[config.mk]
export PLATFORM = sky130hd
export DESIGN_NAME = ped_crossing_ctrl
export DESIGN_NICKNAME = d
export VERILOG_FILES = /design/src/rtl/ped_pkg.sv /design/src/rtl/ped_axis_fsm.sv /design/src/rtl/ped_crossing_ctrl.sv
export SDC_FILE = /design/constraint.sdc
export NUM_CORES = 1
export LEC_CHECK = 0
export CAP_MARGIN = 20
export CELL_PAD_IN_SITES_DETAIL_PLACEMENT = 1
export CELL_PAD_IN_SITES_GLOBAL_PLACEMENT = 1
export CORE_ASPECT_RATIO = 1.1
export CORE_MARGIN = 10
export CORE_UTILIZATION = 50
export DETAILED_ROUTE_END_ITERATION = 6
export DONT_BUFFER_PORTS = 1
export GPL_ROUTABILITY_DRIVEN = 0
export GPL_TIMING_DRIVEN = 0
export PLACE_DENSITY_LB_ADDON = 0.1
export SYNTH_ARGS = -nofsm -noshare
export SYNTH_HDL_FRONTEND = slang
export SYNTH_SLANG_ARGS = --single-unit
[constraint.sdc]
create_clock -name clk -period 3.5 [get_ports clk]
set_input_delay 0.7 -clock clk [delete_from_list [all_inputs] [get_ports clk]]
set_output_delay 0.7 -clock clk [all_outputs]
set_load 0.02 [all_outputs]
[src/rtl/ped_pkg.sv]
// Shared types and defaults for the pedestrian crossing controller.
// Optional conflict checking is enabled with PED_CONFLICT_CHECK_EN.
package ped_pkg;

    typedef enum logic [1:0] {
        DONT_WALK = 2'd0,
        WALK      = 2'd1,
        FLASH     = 2'd2
    } ped_state_e;

    localparam int DEF_CNT_WIDTH    = 16;
    localparam int DEF_WALK_CYCLES  = 30;
    localparam int DEF_FLASH_CYCLES = 16;
    localparam int DEF_BLINK_HALF   = 2;

    // A healthy signal head lights exactly one of its three lamps.
    function automatic logic lamps_one_hot(input logic r, input logic y, input logic g);
        return ({r, y, g} == 3'b100) || ({r, y, g} == 3'b010) || ({r, y, g} == 3'b001);
    endfunction

endpackage

[src/rtl/ped_axis_fsm.sv]
// One crosswalk: request latch, green edge detect, DONT_WALK/WALK/FLASH FSM,
// phase and blink counters. All outputs come straight from flops.
module ped_axis_fsm
    import ped_pkg::*;
#(
    parameter int CNT_WIDTH    = DEF_CNT_WIDTH,
    parameter int WALK_CYCLES  = DEF_WALK_CYCLES,
    parameter int FLASH_CYCLES = DEF_FLASH_CYCLES,
    parameter int BLINK_HALF   = DEF_BLINK_HALF
) (
    input  logic clk,
    input  logic rst,
    input  logic red,
    input  logic yellow,
    input  logic green,
    input  logic btn,
    input  logic block,
    output logic walk,
    output logic dont_walk,
    output logic req
);

    localparam logic [1:0] S_DONT_WALK = DONT_WALK;
    localparam logic [1:0] S_WALK      = WALK;
    localparam logic [1:0] S_FLASH     = FLASH;

    localparam logic [CNT_WIDTH-1:0] WALK_LAST  = CNT_WIDTH'(WALK_CYCLES - 1);
    localparam logic [CNT_WIDTH-1:0] FLASH_LAST = CNT_WIDTH'(FLASH_CYCLES - 1);
    localparam logic [CNT_WIDTH-1:0] BLINK_LAST = CNT_WIDTH'(BLINK_HALF - 1);

    logic [1:0]           state, state_nxt;
    logic [CNT_WIDTH-1:0] cnt, cnt_nxt;
    logic [CNT_WIDTH-1:0] blink_cnt, blink_cnt_nxt;
    logic                 blink_on, blink_on_nxt;
    logic                 green_q, green_rise;
    logic                 req_nxt;
    logic                 state_change;

    // Next-state, counter, blink and request-latch logic.
    always_comb begin
        green_rise    = green & ~green_q;
        state_nxt     = state;
        cnt_nxt       = '0;
        blink_cnt_nxt = '0;
        blink_on_nxt  = 1'b1;
        req_nxt       = req;

        case (state)
            S_DONT_WALK: if (green_rise && (req || btn)) state_nxt = S_WALK;
            // Red wins over yellow when both are lit.
            S_WALK: begin
                if (red)                            state_nxt = S_DONT_WALK;
                else if (yellow || cnt == WALK_LAST) state_nxt = S_FLASH;
            end
            // Yellow deliberately does not shorten the flash.
            S_FLASH: if (red || cnt == FLASH_LAST) state_nxt = S_DONT_WALK;
            default: state_nxt = S_DONT_WALK;
        endcase

        if (block) state_nxt = S_DONT_WALK;

        state_change = (state_nxt != state);

        // Phase counter restarts on every entry; idle in DONT_WALK so it never wraps.
        if (!state_change && state_nxt != S_DONT_WALK) cnt_nxt = cnt + 1'b1;

        // Blink phase restarts lit on FLASH entry, then toggles every BLINK_HALF cycles.
        if (state_nxt == S_FLASH && !state_change) begin
            if (blink_cnt == BLINK_LAST) begin
                blink_cnt_nxt = '0;
                blink_on_nxt  = ~blink_on;
            end else begin
                blink_cnt_nxt = blink_cnt + 1'b1;
                blink_on_nxt  = blink_on;
            end
        end

        // Presses outside WALK latch; entering WALK consumes the request.
        if (state != S_WALK && btn) req_nxt = 1'b1;
        if (state != S_WALK && state_nxt == S_WALK) req_nxt = 1'b0;
    end

    // State, counters and registered lamp outputs.
    always_ff @(posedge clk or posedge rst) begin
        if (rst) begin
            state     <= S_DONT_WALK;
            cnt       <= '0;
            blink_cnt <= '0;
            blink_on  <= 1'b1;
            green_q   <= 1'b0;
            req       <= 1'b0;
            walk      <= 1'b0;
            dont_walk <= 1'b1;
        end else begin
            state     <= state_nxt;
            cnt       <= cnt_nxt;
            blink_cnt <= blink_cnt_nxt;
            blink_on  <= blink_on_nxt;
            green_q   <= green;
            req       <= req_nxt;
            walk      <= (state_nxt == S_WALK);
            dont_walk <= (state_nxt == S_DONT_WALK) || (state_nxt == S_FLASH && blink_on_nxt);
        end
    end

endmodule

[src/rtl/ped_crossing_ctrl.sv]
// Pedestrian crossing controller: two independent crosswalk FSMs driven by
// the intersection lamp states. Define PED_CONFLICT_CHECK_EN to add the sticky
// lamp/walk conflict detector that forces both crosswalks to DONT_WALK.
module ped_crossing_ctrl
    import ped_pkg::*;
#(
    parameter int CNT_WIDTH    = DEF_CNT_WIDTH,
    parameter int WALK_CYCLES  = DEF_WALK_CYCLES,
    parameter int FLASH_CYCLES = DEF_FLASH_CYCLES,
    parameter int BLINK_HALF   = DEF_BLINK_HALF
) (
    input  logic clk,
    input  logic rst,
    input  logic ns_red,
    input  logic ns_yellow,
    input  logic ns_green,
    input  logic ew_red,
    input  logic ew_yellow,
    input  logic ew_green,
    input  logic ns_btn,
    input  logic ew_btn,
    output logic ns_walk,
    output logic ew_walk,
    output logic ns_dont_walk,
    output logic ew_dont_walk,
    output logic ns_req,
    output logic ew_req,
    output logic fault
);

    logic block;

`ifdef PED_CONFLICT_CHECK_EN
    logic conflict;
    logic fault_q;

    // Any crossed greens, broken signal head, or two WALKs at once is a conflict.
    always_comb begin
        conflict = (ns_green & ew_green)
                 | ~lamps_one_hot(ns_red, ns_yellow, ns_green)
                 | ~lamps_one_hot(ew_red, ew_yellow, ew_green)
                 | (ns_walk & ew_walk);
    end

    // Sticky fault; only reset clears it.
    always_ff @(posedge clk or posedge rst) begin
        if (rst) fault_q <= 1'b0;
        else     fault_q <= fault_q | conflict;
    end

    // Blocking on the live conflict too drops the walks on the same edge fault rises.
    assign block = fault_q | conflict;
    assign fault = fault_q;
`else
    assign block = 1'b0;
    assign fault = 1'b0;
`endif

    ped_axis_fsm #(
        .CNT_WIDTH(CNT_WIDTH), .WALK_CYCLES(WALK_CYCLES),
        .FLASH_CYCLES(FLASH_CYCLES), .BLINK_HALF(BLINK_HALF)
    ) u_ns (
        .clk(clk), .rst(rst),
        .red(ns_red), .yellow(ns_yellow), .green(ns_green),
        .btn(ns_btn), .block(block),
        .walk(ns_walk), .dont_walk(ns_dont_walk), .req(ns_req)
    );

    ped_axis_fsm #(
        .CNT_WIDTH(CNT_WIDTH), .WALK_CYCLES(WALK_CYCLES),
        .FLASH_CYCLES(FLASH_CYCLES), .BLINK_HALF(BLINK_HALF)
    ) u_ew (
        .clk(clk), .rst(rst),
        .red(ew_red), .yellow(ew_yellow), .green(ew_green),
        .btn(ew_btn), .block(block),
        .walk(ew_walk), .dont_walk(ew_dont_walk), .req(ew_req)
    );

endmodule

==> flow_summary.json, run 1 <==
{
  "path_class": "flop to flop",
  "p_total_mw": 1.79,
  "synth-edff-count": 0,
  "final_cells": 504,
  "synth_cell_type_count": 45,
  "ys_seq_elements": 78,
  "critical_path_required_ns": 3.75,
  "hold_path_class": "input pin to asynchronous set/reset pin",
  "die_area_um2": 11900,
  "path_delay_family": "simple AND/OR/NAND/NOR gates",
  "synth_ff_type": "dfrtp_1",
  "peakVddDrop_uv": 297,
  "leakagePower_nw": 1.72,
  "netlist_instances": 382,
  "wirelength_um": 8290,
  "drc": 0,
  "dp_cells": 488,
  "critPathArrivalTime_ns": 2.35,
  "vias_per_cell": 5.66,
  "ant_nets": 0,
  "io_buffers": 0,
  "grt_pass1_vias": 3096,
  "cts.clk_slew.worst_paths_ns": 0.09,
  "relSlewSlack_pct": 51.5,
  "antenna_found_initial": 1,
  "setup_violations": 0,
  "ys_async_sr_fraction_pct": 100,
  "drtPass1Iterations": 4,
  "die_h_um": 113,
  "tightestPinTransition_ns": 0.727,
  "syn2layout_area_growth_pct": 9.74,
  "ios": 17,
  "cts_sinks": 78,
  "hold_viol_final": 0,
  "crit_buf_inv": 1,
  "yosysSeqAreaShare_pct": 49.4,
  "start_util_pct": 52.1,
  "std_cell_rows": 33,
  "cpPeakStageDelay_ns": 0.47,
  "min_period_ns": 2.10,
  "fin_nets": 412,
  "overflow": 0,
  "cap_violations": 0,
  "start_kind": "flop",
  "r2r_slack_ns": 1.40,
  "fmax_mhz": 476,
  "cts_buffers": 9,
  "end_kind": "flop",
  "clock_latency_ns": 0.35,
  "grt_max_degree": 60,
  "cpMaxStageDelayCell": "a22oi_2",
  "seq_area_um2": 1960,
  "rsz0062_at_grt": "false",
  "avgSynthCellArea_um2": 10.4,
  "skew_ns": 0.0122,
  "syn-num-nets": 400,
  "status": "complete, no violations",
  "clockBufferDepth": 2,
  "multiInputGateArea_um2": 1880,
  "drtIter0Drc": 71,
  "via_count": 2855,
  "clock-root-buffer": "clkbuf_8",
  "cts_tree": "built",
  "avgRoutedWirePerCell_um": 16.4,
  "cp_max_fo": 10,
  "post_cts_resized": 0,
  "hpwl_um": 5810,
  "setup_tns_ns": 0,
  "hold_buffers": 0,
  "drive_gt1_share_pct": 14.0,
  "grt_usage_pct": 14.6,
  "diodes": 0,
  "syn_area_um2": 3960,
  "power.density_nw_per_um2": 412,
  "cts_setup_buffers": 0,
  "slew_viol_final": 0,
  "fin_util_pct": 57.2,
  "yosysWarnings": 0,
  "grt_pass1_wl_um": 14600,
  "fillers": 856,
  "period_share_pct": 60.0,
  "core_um2": 7600,
  "cts_htree_levels": 3,
  "die-width_um": 105,
  "path_cells": "nor4_1, nand4_1, a22oi_2, buf_4, nor2_1"
}
layout make-up:
class                   count  share of cell area, %
well taps                 105                   3.03
repair buffers              1                  0.634
plain buffers              12                   1.90
clock buffers              11                   3.26
flip-flops and latches     78                   45.1
multi-input cells         283                   43.4
clock inverters             5                   1.90
inverters                   9                  0.835
per-layer routing:
metal  global-route usage, %  up-vias  wire, µm
li1                        -     1378         -
met1                    17.7     1435      3710
met2                    24.7       27      4160
met3                    3.80       13       294
met4                    4.58        2       114
met5                       0        -        11
through the flow:
stage | hold slack (ns) | cell area, µm² | setup slack (ns)
2_1_floorplan | 0.448 | 3960 | 0.812
3_3_place_gp | 0.466 | 4090 | -0.0829
3_5_place_dp | 0.480 | 4120 | 1.42
4_1_cts | 0.160 | 4340 | 1.39
5_1_grt | 0.174 | 4340 | 1.27
6_report | 0.160 | 4340 | 1.40
layout by cell type, fill, tap and decap left out, types with 2 or more instances in the layout:
| cell type | n |
|---|---|
| inv_1 | 8 |
| a21bo_2 | 4 |
| and4_1 | 6 |
| buf_2 | 5 |
| buf_4 | 3 |
| bufinv_16 | 2 |
| nand2b_1 | 3 |
| a21oi_1 | 19 |
| xor2_1 | 28 |
| nand4_1 | 22 |
| nand3_1 | 20 |
| nor3_1 | 9 |
| ha_1 | 8 |
| dfrtp_1 | 74 |
| or3_1 | 8 |
| nand2_1 | 18 |
| nor4b_1 | 2 |
| nand3_2 | 2 |
| clkinv_4 | 2 |
| o21ai_0 | 11 |
| dfstp_2 | 4 |
| and3_1 | 9 |
| a21o_1 | 3 |
| clkbuf_8 | 10 |
| clkbuf_1 | 2 |
| nor4_4 | 2 |
| a21oi_2 | 9 |
| and2_1 | 8 |
| nor2_1 | 45 |
| nor3b_1 | 4 |
| nor4_1 | 11 |
| xnor2_1 | 19 |
worst paths after layout:
check,from,to,cells after the start
setup / recovery,u_ew.cnt[8],u_ew.cnt[12],5
hold / removal,rst,u_ew.state[0],1
setup reg to reg,u_ew.cnt[8],u_ew.cnt[12],5
hold reg to reg,u_ns.blink_cnt[0],u_ns.blink_cnt[0],1
max in group asynchronous,rst,u_ns.dont_walk,2
min in group clk,ew_green,u_ew.green_q,0
sequential cells by signal, summed over array words and instances, names as in the netlist, 2 cells and up:
name	flops
u_ns.cnt	16
u_ew.cnt	16
u_ew.state	2
u_ew.blink_cnt	16
u_ns.blink_cnt	16
u_ns.state	2
synthesized netlist by cell type (4+ instances only):
| cell | n | area share [%] |
|---|---|---|
| dfstp_2 | 4 | 2.7 |
| nand3_1 | 20 | 2.5 |
| nor4_1 | 11 | 1.7 |
| a21oi_1 | 19 | 2.4 |
| and4_1 | 6 | 1.3 |
| inv_1 | 9 | 0.85 |
| a21oi_2 | 9 | 2.0 |
| dfrtp_1 | 74 | 47 |
| or3_1 | 8 | 1.3 |
| ha_1 | 8 | 2.5 |
| xnor2_1 | 19 | 4.2 |
| nor3_1 | 9 | 1.1 |
| and3_1 | 9 | 1.4 |
| nor2_1 | 45 | 4.3 |
| nand4_1 | 22 | 3.5 |
| and2_1 | 8 | 1.3 |
| o21ai_0 | 11 | 1.4 |
| buf_2 | 5 | 0.63 |
| a21bo_2 | 4 | 1.0 |
| nor3b_1 | 4 | 0.76 |
| nand2_1 | 18 | 1.7 |
| xor2_1 | 28 | 6.2 |
cells by family (layout without fill, tap and decap cells):
group           after synthesis  in the layout  share of synthesized area, %
flops                        78             78                          49.4
xor+xnor                     47             47                          10.4
fa+ha+maj                     8              8                          2.53
buf+inv                      21             38                          2.94
simple gates                172            172                          24.1
compound gates               55             55                          10.5
other cells                   1              1                        0.0948
report_power, final:
part,switching [mW],internal (mW)
combinational,0.0518,0.0301
clock,0.337,0.423
sequential,0.0269,0.921
Power figures use the tool's default switching activity.
==> run 2, diff against run 1 <==
==> constraint.sdc (replaced) <==
create_clock -name clk -period 2 [get_ports clk]
set_input_delay 0.4 -clock clk [delete_from_list [all_inputs] [get_ports clk]]
set_output_delay 0.4 -clock clk [all_outputs]
set_load 0.02 [all_outputs]
==> run 2 against run 1 <==
Maximum frequency is 14% higher. Critical path depth unchanged. Non-clock buffer count grew 1. Cell area shrank 0.98%. Global-route usage is 0.55 points higher. Critical path type unchanged. Highest routed layer is now met4.
==> flow_summary.json, run 2 (synthesis gave the netlist of run 1 again) <==
{
  "cpPeakStageDelay_ns": 0.46,
  "std_cell_rows": 33,
  "setup_tns_ns": 0,
  "cpMaxStageDelayCell": "dfrtp_1",
  "leakagePower_nw": 1.69,
  "fmax_mhz": 544,
  "vias_per_cell": 5.67,
  "layout_common_cells": "dfrtp_1 (74), nor2_1 (45), xor2_1 (28)",
  "grt_pass1_vias": 3145,
  "peakVddDrop_uv": 444,
  "cts_buffers": 9,
  "min_period_ns": 1.84,
  "worstSetupEndpoint": "u_ns.state[1]",
  "cts_tree": "built",
  "fin_nets": 413,
  "fin_util_pct": 56.6,
  "critical_path_required_ns": 2.24,
  "cts_sinks": 78,
  "die_area_um2": 11900,
  "power.density_nw_per_um2": 677,
  "die-width_um": 105,
  "cts_htree_levels": 3,
  "period_share_pct": 91.9,
  "startpoint": "u_ns.cnt[5]",
  "slew_viol_final": 0,
  "r2r-end": "u_ns.state[1]",
  "syn2layout_area_growth_pct": 8.66,
  "crit_buf_inv": 1,
  "tightestPinTransition_ns": 0.873,
  "grt_pass1_wl_um": 15000,
  "via_count": 2854,
  "status": "complete, no violations",
  "drive_gt1_share_pct": 13.8,
  "grt_usage_pct": 15.1,
  "hpwl_um": 5900,
  "setup_violations": 0,
  "hold_buffers": 0,
  "grt_max_degree": 41,
  "cap_violations": 0,
  "path_depth": 5,
  "cp_max_fo": 10,
  "fillers": 883,
  "die_h_um": 113,
  "core_um2": 7600,
  "path_delay_family": "simple AND/OR/NAND/NOR gates",
  "diodes": 0,
  "rsz0062_at_grt": "false",
  "wirelength_um": 8350,
  "end_kind": "flop",
  "path_class": "flop to flop",
  "avgRoutedWirePerCell_um": 16.6,
  "hold_path_class": "input pin to flop",
  "antenna_found_initial": 0,
  "skew_ns": 0.00979,
  "r2r-start": "u_ns.cnt[5]",
  "drtIter0Drc": 57,
  "ant_nets": 0,
  "drc": 0,
  "overflow": 0,
  "start_util_pct": 52.1,
  "r2r_slack_ns": 0.16,
  "clockBufferDepth": 2,
  "critPathArrivalTime_ns": 2.07,
  "start_kind": "flop",
  "clock_latency_ns": 0.35,
  "reg2reg_depth": 5,
  "io_buffers": 0,
  "ios": 17,
  "relSlewSlack_pct": 41.7,
  "drtPass1Iterations": 4,
  "clock-root-buffer": "clkbuf_8",
  "hold_viol_final": 0,
  "layout_commonest_cell": "dfrtp_1",
  "cts.clk_slew.worst_paths_ns": 0.07,
  "path_cells": "nor4_4, nand3_2, o31ai_4, buf_8, o31ai_2"
}
## run 2: cell types whose count changed in the layout (fill, tap and decap cells not counted), sizes merged
cell / before / now
buf: 11 / 12
bufinv: 2 / 1
clkbuf: 13 / 14
clkinv: 3 / 1
clkinvlp: 0 / 1
inv: 9 / 8
## run 2: worst min path at each step
stage                   from            to  slack (ns)  cells after the start
finish              ew_green  u_ew.green_q        0.07                      0
global route        ew_green  u_ew.green_q        0.06                      0
CTS                 ew_green  u_ew.green_q        0.06                      0
detailed placement  ns_green  u_ns.green_q        0.43                      0
global placement    ns_green  u_ns.green_q        0.43                      0
floorplan           ew_green  u_ew.green_q        0.43                      0
## run 2: what timing repair did
action,in CTS,in global routing
buffers inserted,1,0
gates resized for setup,0,2
pin swaps,1,2
endpoints found under the setup margin,10,30
## run 2: metal layers
layer / track usage (%) / share of wire (%)
met5: 0 / 0
met4: 7.60 / 2.2
met3: 2.95 / 3.2
met2: 25.7 / 51
met1: 17.9 / 44
## run 2: power breakdown
| group | internal [mW] | switching [mW] | leakage, nW |
|---|---|---|---|
| Sequential | 1.61 | 0.0467 | 1.06 |
| Clock | 0.563 | 0.546 | 0.0863 |
| Combinational | 0.0531 | 0.0920 | 0.547 |
| Total | 2.23 | 0.685 | 1.69 |
## run 2: per-stage QoR
step	cells	setup WS (ns)	instance area, µm²	hold WS, ns	power, mW
floorplan	382	0.308	3960	0.431	1.79
global placement	487	-0.00960	4090	0.432	1.83
detailed placement	488	-0.0307	4110	0.432	1.84
CTS	503	0.0435	4290	0.0607	2.95
global route	503	0.0100	4300	0.0568	3.04
finish	503	0.161	4300	0.0714	2.91
## run 2: worst register-to-register path: stages (launching register included)
cell,delay (ns)
dfrtp_1,0.46
nor4_4,0.37
nand3_2,0.19
o31ai_4,0.40
buf_8,0.22
o31ai_2,0.08
## run 2: area by class of cell
class | count | area, µm² | area share, %
repair buffers | 2 | 27.5 | 0.640
inverters | 9 | 37.5 | 0.873
multi-input cells | 283 | 1890 | 44.1
clock inverters | 2 | 35.0 | 0.815
flip-flops and latches | 78 | 1960 | 45.5
plain buffers | 12 | 82.6 | 1.92
well taps | 105 | 131 | 3.05
clock buffers | 12 | 135 | 3.14
